--- config.mk ---
export PLATFORM = sky130hd
export DESIGN_NAME = pipeline_stall_controller
export DESIGN_NICKNAME = d
export VERILOG_FILES = /design/src/rtl/pipeline_stall_controller_pkg.sv /design/src/rtl/pipeline_stall_controller_fetch_buffer_fsm.sv /design/src/rtl/pipeline_stall_controller.sv
export SDC_FILE = /design/constraint.sdc
export NUM_CORES = 1
export LEC_CHECK = 0
export ABC_AREA = 1
export BUFFER_PORTS_ARGS = -buffer_cell sky130_fd_sc_hd__buf_4
export CAP_MARGIN = 20
export CORE_MARGIN = 4
export CORE_UTILIZATION = 56
export CTS_BUF_LIST = sky130_fd_sc_hd__clkbuf_16
export DETAILED_ROUTE_END_ITERATION = 10
export GPL_TIMING_DRIVEN = 1
export PLACE_DENSITY_LB_ADDON = 0.12
export SLEW_MARGIN = 30
export SYNTH_ARGS = -nofsm -noshare
export SYNTH_HDL_FRONTEND = slang
export SYNTH_SLANG_ARGS = --single-unit
--- constraint.sdc ---
create_clock -name clock -period 3.7 [get_ports clock]
set_input_delay 0.555 -clock clock [delete_from_list [all_inputs] [get_ports clock]]
set_output_delay 0.555 -clock clock [all_outputs]
set_load 0.02 [all_outputs]
--- src/rtl/pipeline_stall_controller_pkg.sv ---
// ---------------------------------------------------------------------------
// pipeline_stall_controller_pkg
// Shared constants for the pipeline stall controller:
//   - if_state_t : instruction-fetch handshake FSM states
//   - NOP_INSTR  : encoding presented to IF/ID when no instruction is valid
// ---------------------------------------------------------------------------
package pipeline_stall_controller_pkg;

    typedef enum logic [1:0] {
        I_IDLE    = 2'd0,
        I_REQ     = 2'd1,
        I_HOLD    = 2'd2,
        I_DISCARD = 2'd3
    } if_state_t;

    localparam logic [31:0] NOP_INSTR = 32'h0000_0000;

endpackage

--- src/rtl/pipeline_stall_controller_fetch_buffer_fsm.sv ---
// ---------------------------------------------------------------------------
// fetch_buffer_fsm
// Instruction-fetch handshake FSM plus a one-entry fetch buffer.
// Ports:
//   clock, reset_n       : clock, asynchronous active-low reset
//   imem_ack, imem_rdata : instruction memory response
//   if_id_we             : IF/ID register is loading this cycle
//   flush_taken          : redirect accepted this cycle
//   imem_req             : fetch request (held until ack)
//   if_instr, if_instr_valid : instruction offered to IF/ID
//   if_stall             : IF cannot supply an instruction this cycle
//   in_idle              : FSM is in its post-reset idle state
// ---------------------------------------------------------------------------
module fetch_buffer_fsm
    import pipeline_stall_controller_pkg::*;
(
    input  logic        clock,
    input  logic        reset_n,
    input  logic        imem_ack,
    input  logic [31:0] imem_rdata,
    input  logic        if_id_we,
    input  logic        flush_taken,
    output logic        imem_req,
    output logic [31:0] if_instr,
    output logic        if_instr_valid,
    output logic        if_stall,
    output logic        in_idle
);

    if_state_t   state_reg, state_next;
    logic [31:0] buf_reg, buf_next;

    always_ff @(posedge clock or negedge reset_n) begin
        if (!reset_n) begin
            state_reg <= I_IDLE;
            buf_reg   <= NOP_INSTR;
        end else begin
            state_reg <= state_next;
            buf_reg   <= buf_next;
        end
    end

    // Kept as plain decodes of the state register so that the stall
    // resolution in the top never depends on if_id_we through this block.
    assign in_idle  = (state_reg == I_IDLE);
    assign if_stall = ((state_reg == I_REQ) && !imem_ack) || (state_reg == I_DISCARD);

    always_comb begin
        state_next     = state_reg;
        buf_next       = buf_reg;
        imem_req       = 1'b0;
        if_instr       = NOP_INSTR;
        if_instr_valid = 1'b0;
        case (state_reg)
            I_IDLE: begin
                state_next = I_REQ;
            end
            I_REQ: begin
                imem_req = 1'b1;
                if (flush_taken) begin
                    // Ack in the redirect cycle is wrong-path: drop it. Without
                    // an ack the response is still in flight and must be eaten.
                    if (!imem_ack)
                        state_next = I_DISCARD;
                end else if (imem_ack) begin
                    if (if_id_we) begin
                        if_instr       = imem_rdata;
                        if_instr_valid = 1'b1;
                    end else begin
                        buf_next   = imem_rdata;
                        state_next = I_HOLD;
                    end
                end
            end
            I_HOLD: begin
                if_instr       = buf_reg;
                if_instr_valid = !flush_taken;
                if (flush_taken) begin
                    buf_next   = NOP_INSTR;
                    state_next = I_REQ;
                end else if (if_id_we) begin
                    state_next = I_REQ;
                end
            end
            I_DISCARD: begin
                imem_req = 1'b1;
                if (imem_ack)
                    state_next = I_REQ;
            end
            default: begin
                state_next = I_IDLE;
            end
        endcase
    end

endmodule

--- src/rtl/pipeline_stall_controller.sv ---
// ---------------------------------------------------------------------------
// pipeline_stall_controller
// Turns hazard-unit stalls and memory handshakes into per-stage write
// enables / bubble controls for a 5-stage MIPS32 pipeline, owns the fetch
// FSM and counts stalled cycles.
// Ports:
//   clock, reset_n                 : clock, asynchronous active-low reset
//   id_stall, ex_stall, if_flush   : from hazard / branch logic
//   imem_req/ack/rdata, if_instr, if_instr_valid : fetch side
//   me_mem_read/write, dmem_req/ack: data memory side
//   pc_we .. me_wb_we              : pipeline register write enables
//   if_id_bubble .. me_wb_bubble   : load NOP/zero-control when written
//   clear_counters, stall_cycles   : saturating stall counter (CNT_W bits)
// ---------------------------------------------------------------------------
module pipeline_stall_controller
    import pipeline_stall_controller_pkg::*;
#(
    parameter int CNT_W = 32
) (
    input  logic             clock,
    input  logic             reset_n,
    input  logic             id_stall,
    input  logic             ex_stall,
    input  logic             if_flush,
    output logic             imem_req,
    input  logic             imem_ack,
    input  logic [31:0]      imem_rdata,
    output logic [31:0]      if_instr,
    output logic             if_instr_valid,
    input  logic             me_mem_read,
    input  logic             me_mem_write,
    output logic             dmem_req,
    input  logic             dmem_ack,
    output logic             pc_we,
    output logic             if_id_we,
    output logic             id_ex_we,
    output logic             ex_me_we,
    output logic             me_wb_we,
    output logic             if_id_bubble,
    output logic             id_ex_bubble,
    output logic             ex_me_bubble,
    output logic             me_wb_bubble,
    input  logic             clear_counters,
    output logic [CNT_W-1:0] stall_cycles
);

    logic me_stall;
    logic if_stall;
    logic in_idle;
    logic upstream_hold;
    logic flush_taken;
    logic [CNT_W-1:0] stall_cnt_reg, stall_cnt_next;

    assign dmem_req = me_mem_read | me_mem_write;
    assign me_stall = dmem_req & ~dmem_ack;

    // Any stall at ID or later freezes PC and IF/ID.
    assign upstream_hold = me_stall | ex_stall | id_stall;

    // A redirect during a later-stage stall is ignored; ID raises it again
    // once the branch operands are available.
    assign flush_taken = if_flush & ~upstream_hold;

    // Priority: the oldest stalled stage freezes everything behind it and
    // feeds a bubble into the register just after it.
    assign me_wb_we     = 1'b1;
    assign ex_me_we     = ~me_stall;
    assign id_ex_we     = ~(me_stall | ex_stall);
    assign if_id_we     = ~upstream_hold;
    assign me_wb_bubble = me_stall;
    assign ex_me_bubble = ~me_stall & ex_stall;
    assign id_ex_bubble = ~me_stall & ~ex_stall & id_stall;
    assign if_id_bubble = ~upstream_hold & (if_stall | in_idle | flush_taken);
    // A redirect loads the PC even while IF is waiting on memory.
    assign pc_we        = ~in_idle & (flush_taken | (~upstream_hold & ~if_stall));

    fetch_buffer_fsm u_fetch (
        .clock          (clock),
        .reset_n        (reset_n),
        .imem_ack       (imem_ack),
        .imem_rdata     (imem_rdata),
        .if_id_we       (if_id_we),
        .flush_taken    (flush_taken),
        .imem_req       (imem_req),
        .if_instr       (if_instr),
        .if_instr_valid (if_instr_valid),
        .if_stall       (if_stall),
        .in_idle        (in_idle)
    );

    always_comb begin
        stall_cnt_next = stall_cnt_reg;
        if (clear_counters)
            stall_cnt_next = '0;
        else if (!pc_we && !in_idle && !(&stall_cnt_reg))
            stall_cnt_next = stall_cnt_reg + {{(CNT_W-1){1'b0}}, 1'b1};
    end

    always_ff @(posedge clock or negedge reset_n) begin
        if (!reset_n)
            stall_cnt_reg <= '0;
        else
            stall_cnt_reg <= stall_cnt_next;
    end

    assign stall_cycles = stall_cnt_reg;

endmodule

==> reports/qor.txt <==
die width: 96.97 microns
Fmax achieved: 342.3 MHz
Setup crit start: u_fetch.state_reg[1]
top-area cell type share of the netlist area: 0.3726
Critical Path Sink Type: output port
WS Path Type: flip-flop to output port
hold buffer count at CTS: 0
yosys warns: 0
Initial Utilization: 0.5737
proportion of layout cells with a drive suffix above 1: 0.1818
post-route ant nets: 0
routed via count: 4842
Hold Crit Class: input pin to async pin
share of the cycle needed by the critical path after routing: 0.7897
Worst path depth: 5
Seq/Total Area, Yosys: 0.3726
# setup viols final: 0
synthesized area per cell: 6.342 sq um
Mapped Cells: 699
#FFs+latches synth: 66
H-tree Lvls: 3
GRT overflow: 0
antenna cell count: 0
worst reg-to-reg path cell count: 11
most common cell in the netlist: nand2_1
final net count: 845
worst vdd ir: 0.0003687 V
clock-pin slew on the worst setup and hold paths: 0.06 ns
DRC: 1
combinational power share: 0.401
Hold Fails Final Rpt: 0
TritonRoute pass-1 iters: 8
fraction of registers with async set/reset: 1.000
crit path launch type: flip-flop
post-synthesis cell type count: 24
min Tclk post-route: 2.922 ns
initial antenna violation count: 0
drt via density: 5.350
CP Cell Sequence: inv_1 -> ha_1 -> clkinv_1 -> a21oi_1 -> buf_4
critical path's top delay family: buffers and inverters
Reg2Reg Launch Point: u_fetch.state_reg[0]
status: complete, but fails checks
PwrDens: 580.4 nW/um^2
Worst Path Arrival: 2.37 ns
Design Area, Final: 5598 sq um
synthesized area: 4433 sq um
PostCTS Resize Cnt: 0
switching share of power: 0.4142
Slew Viols, Final: 0
routed len/inst: 13.55 microns
critical path required time: 3.14 ns
top cells by area, synth: dfrtp_1 37%, nand2_1 27%, nand3_1 9.5%
leakage power: 0.002838 uW
MaxCap Viol Count: 0
Top FF cell, synth: dfrtp_1
CTS buffer count: 9
number of global-route vias before repair: 4515
I/O pins: 118
post-CTS setup buffers: 0
routability cong.: 1.001
largest net degree at the start of global routing: 67
clk_skew: 0.01022 ns
Post-synth EDFFs: 0
# clock sinks: 66
die footprint: 9403 sq um
initial drt markers: 296
CORE AREA: 7727 sq um
Post-Synthesis Net Count: 746
Yosys top cell by area: dfrtp_1
Relative slew margins: 0.3967
Clock power frac: 0.277
cell row count: 32
unrepaired setup endpoints after global routing: no
Skew-Pair Late Insertion Delay: 0.34 ns
P_int: 1903 uW
CTS tree: yes
Buf+Inv Stages, Crit Path: 3
PortBufs: 116
Max stage delay cell, worst path: clkinv_1
failing checks: DRC
Clock Root Buffer: clkbuf_16
CP max FO: 33
DRT Wirelength: 12260 microns
Area Overhead vs Synth: 26.28%
worst slew pin tran: 0.8993 ns
setup tns final: 0 ns
Tot GR Track Use: 0.2633
top cells by count, synth: 315 x nand2_1, 90 x nor2_1, 84 x nand3_1
chip height: 96.97 microns
global-route wire length before repair: 20640 microns
dpl cell area: 5285 sq um
switching pwr: 1346 uW
critical path's largest stage delay: 0.66 ns
Max clock buf depth: 2
sequential share of power: 0.322
Final HPWL DP: 8533 microns
==> cells in the final DEF, fill, tap and decap left out, drive strengths merged <==
cell      Yosys  layout
nand4         2       2
bufinv        0       2
nor2         95      95
conb          1       1
a21oi        32      32
buf          18     121
nor3b         1       1
nand3b        1       1
ha            5       5
inv          44      45
xnor2        11      11
dfrtp        66      66
clkinvlp      0       1
nand2       319     319
xor2          3       3
nand3        84      84
nor3          2       2
clkinv        0       3
clkbuf       15       9
==> metrics by stage <==
stage	util	hold slack, ns	std cells	power (uW)	setup slack [ns]
floorplan	-	0.2594	699	1996	1.172
global placement	0.6839	0.4628	889	2290	1.210
detailed placement	0.6839	0.4654	889	2343	1.110
CTS	0.7244	0.3472	905	3256	0.8167
global route	0.7244	0.4019	905	3465	0.5805
finish	0.7244	0.2907	905	3249	0.7783
==> layout make-up <==
| class | count | area [sq um] |
|---|---|---|
| Multi-Input combinational cell | 556 | 2432 |
| Fill cell | 648 | 2130 |
| Sequential cell | 66 | 1652 |
| Timing Repair Buffer | 121 | 908.4 |
| Clock buffer | 9 | 225.2 |
| Inverter | 44 | 165.2 |
| Tap cell | 102 | 127.6 |
| Clock inverter | 7 | 87.58 |
==> power groups by stage <==
stage,logic (uW),clock network [uW],registers [uW]
after floorplan,968,0,1030
after global placement,1250,0,1040
after detailed placement,1300,0,1040
after CTS,1300,915,1040
after global routing,1450,951,1070
final,1300,900,1050
==> final timing paths <==
path | to | slack (ns)
setup reg to reg | u_fetch.buf_reg[25] | 0.84
setup / recovery | if_instr[9] | 0.78
hold / removal | stall_cycles[1] | 0.29
hold reg to reg | u_fetch.buf_reg[15] | 0.48
min in group clock | u_fetch.buf_reg[0] | 0.45
max in group asynchronous | u_fetch.buf_reg[27] | 2.84
==> routing by layer <==
metal | wire length [microns] | GRT usage | up-vias
met5 | 0 | 0 | -
met4 | 362 | 0.1123 | 0
met3 | 867 | 0.04758 | 35
met2 | 6107 | 0.4607 | 212
met1 | 4924 | 0.3164 | 2231
li1 | - | - | 2364
==> cell families (layout without fill, tap and decap cells) <==
logic type | after synthesis | in the layout | synth area share
buffers and inverters | 77 | 181 | 0.08016
xor gates and xnor gates | 14 | 14 | 0.02766
and+or+nand+nor | 504 | 504 | 0.4685
AOI/OAI and AO/OA | 32 | 32 | 0.03613
other | 1 | 1 | 0.0008459
DFF | 66 | 66 | 0.3726
adders and majority gates | 5 | 5 | 0.01411
==> worst register-to-register path, cell delays in order (launching register included) <==
cell	delay, ns
dfrtp_1	0.41
inv_1	0.10
ha_1	0.16
inv_1	0.04
buf_4	0.24
nand2_1	0.10
nand3_1	0.11
nor2_2	0.11
buf_4	0.32
clkinv_1	0.81
nand2_1	0.27
nand2_1	0.08
Power figures use the tool's default switching activity.
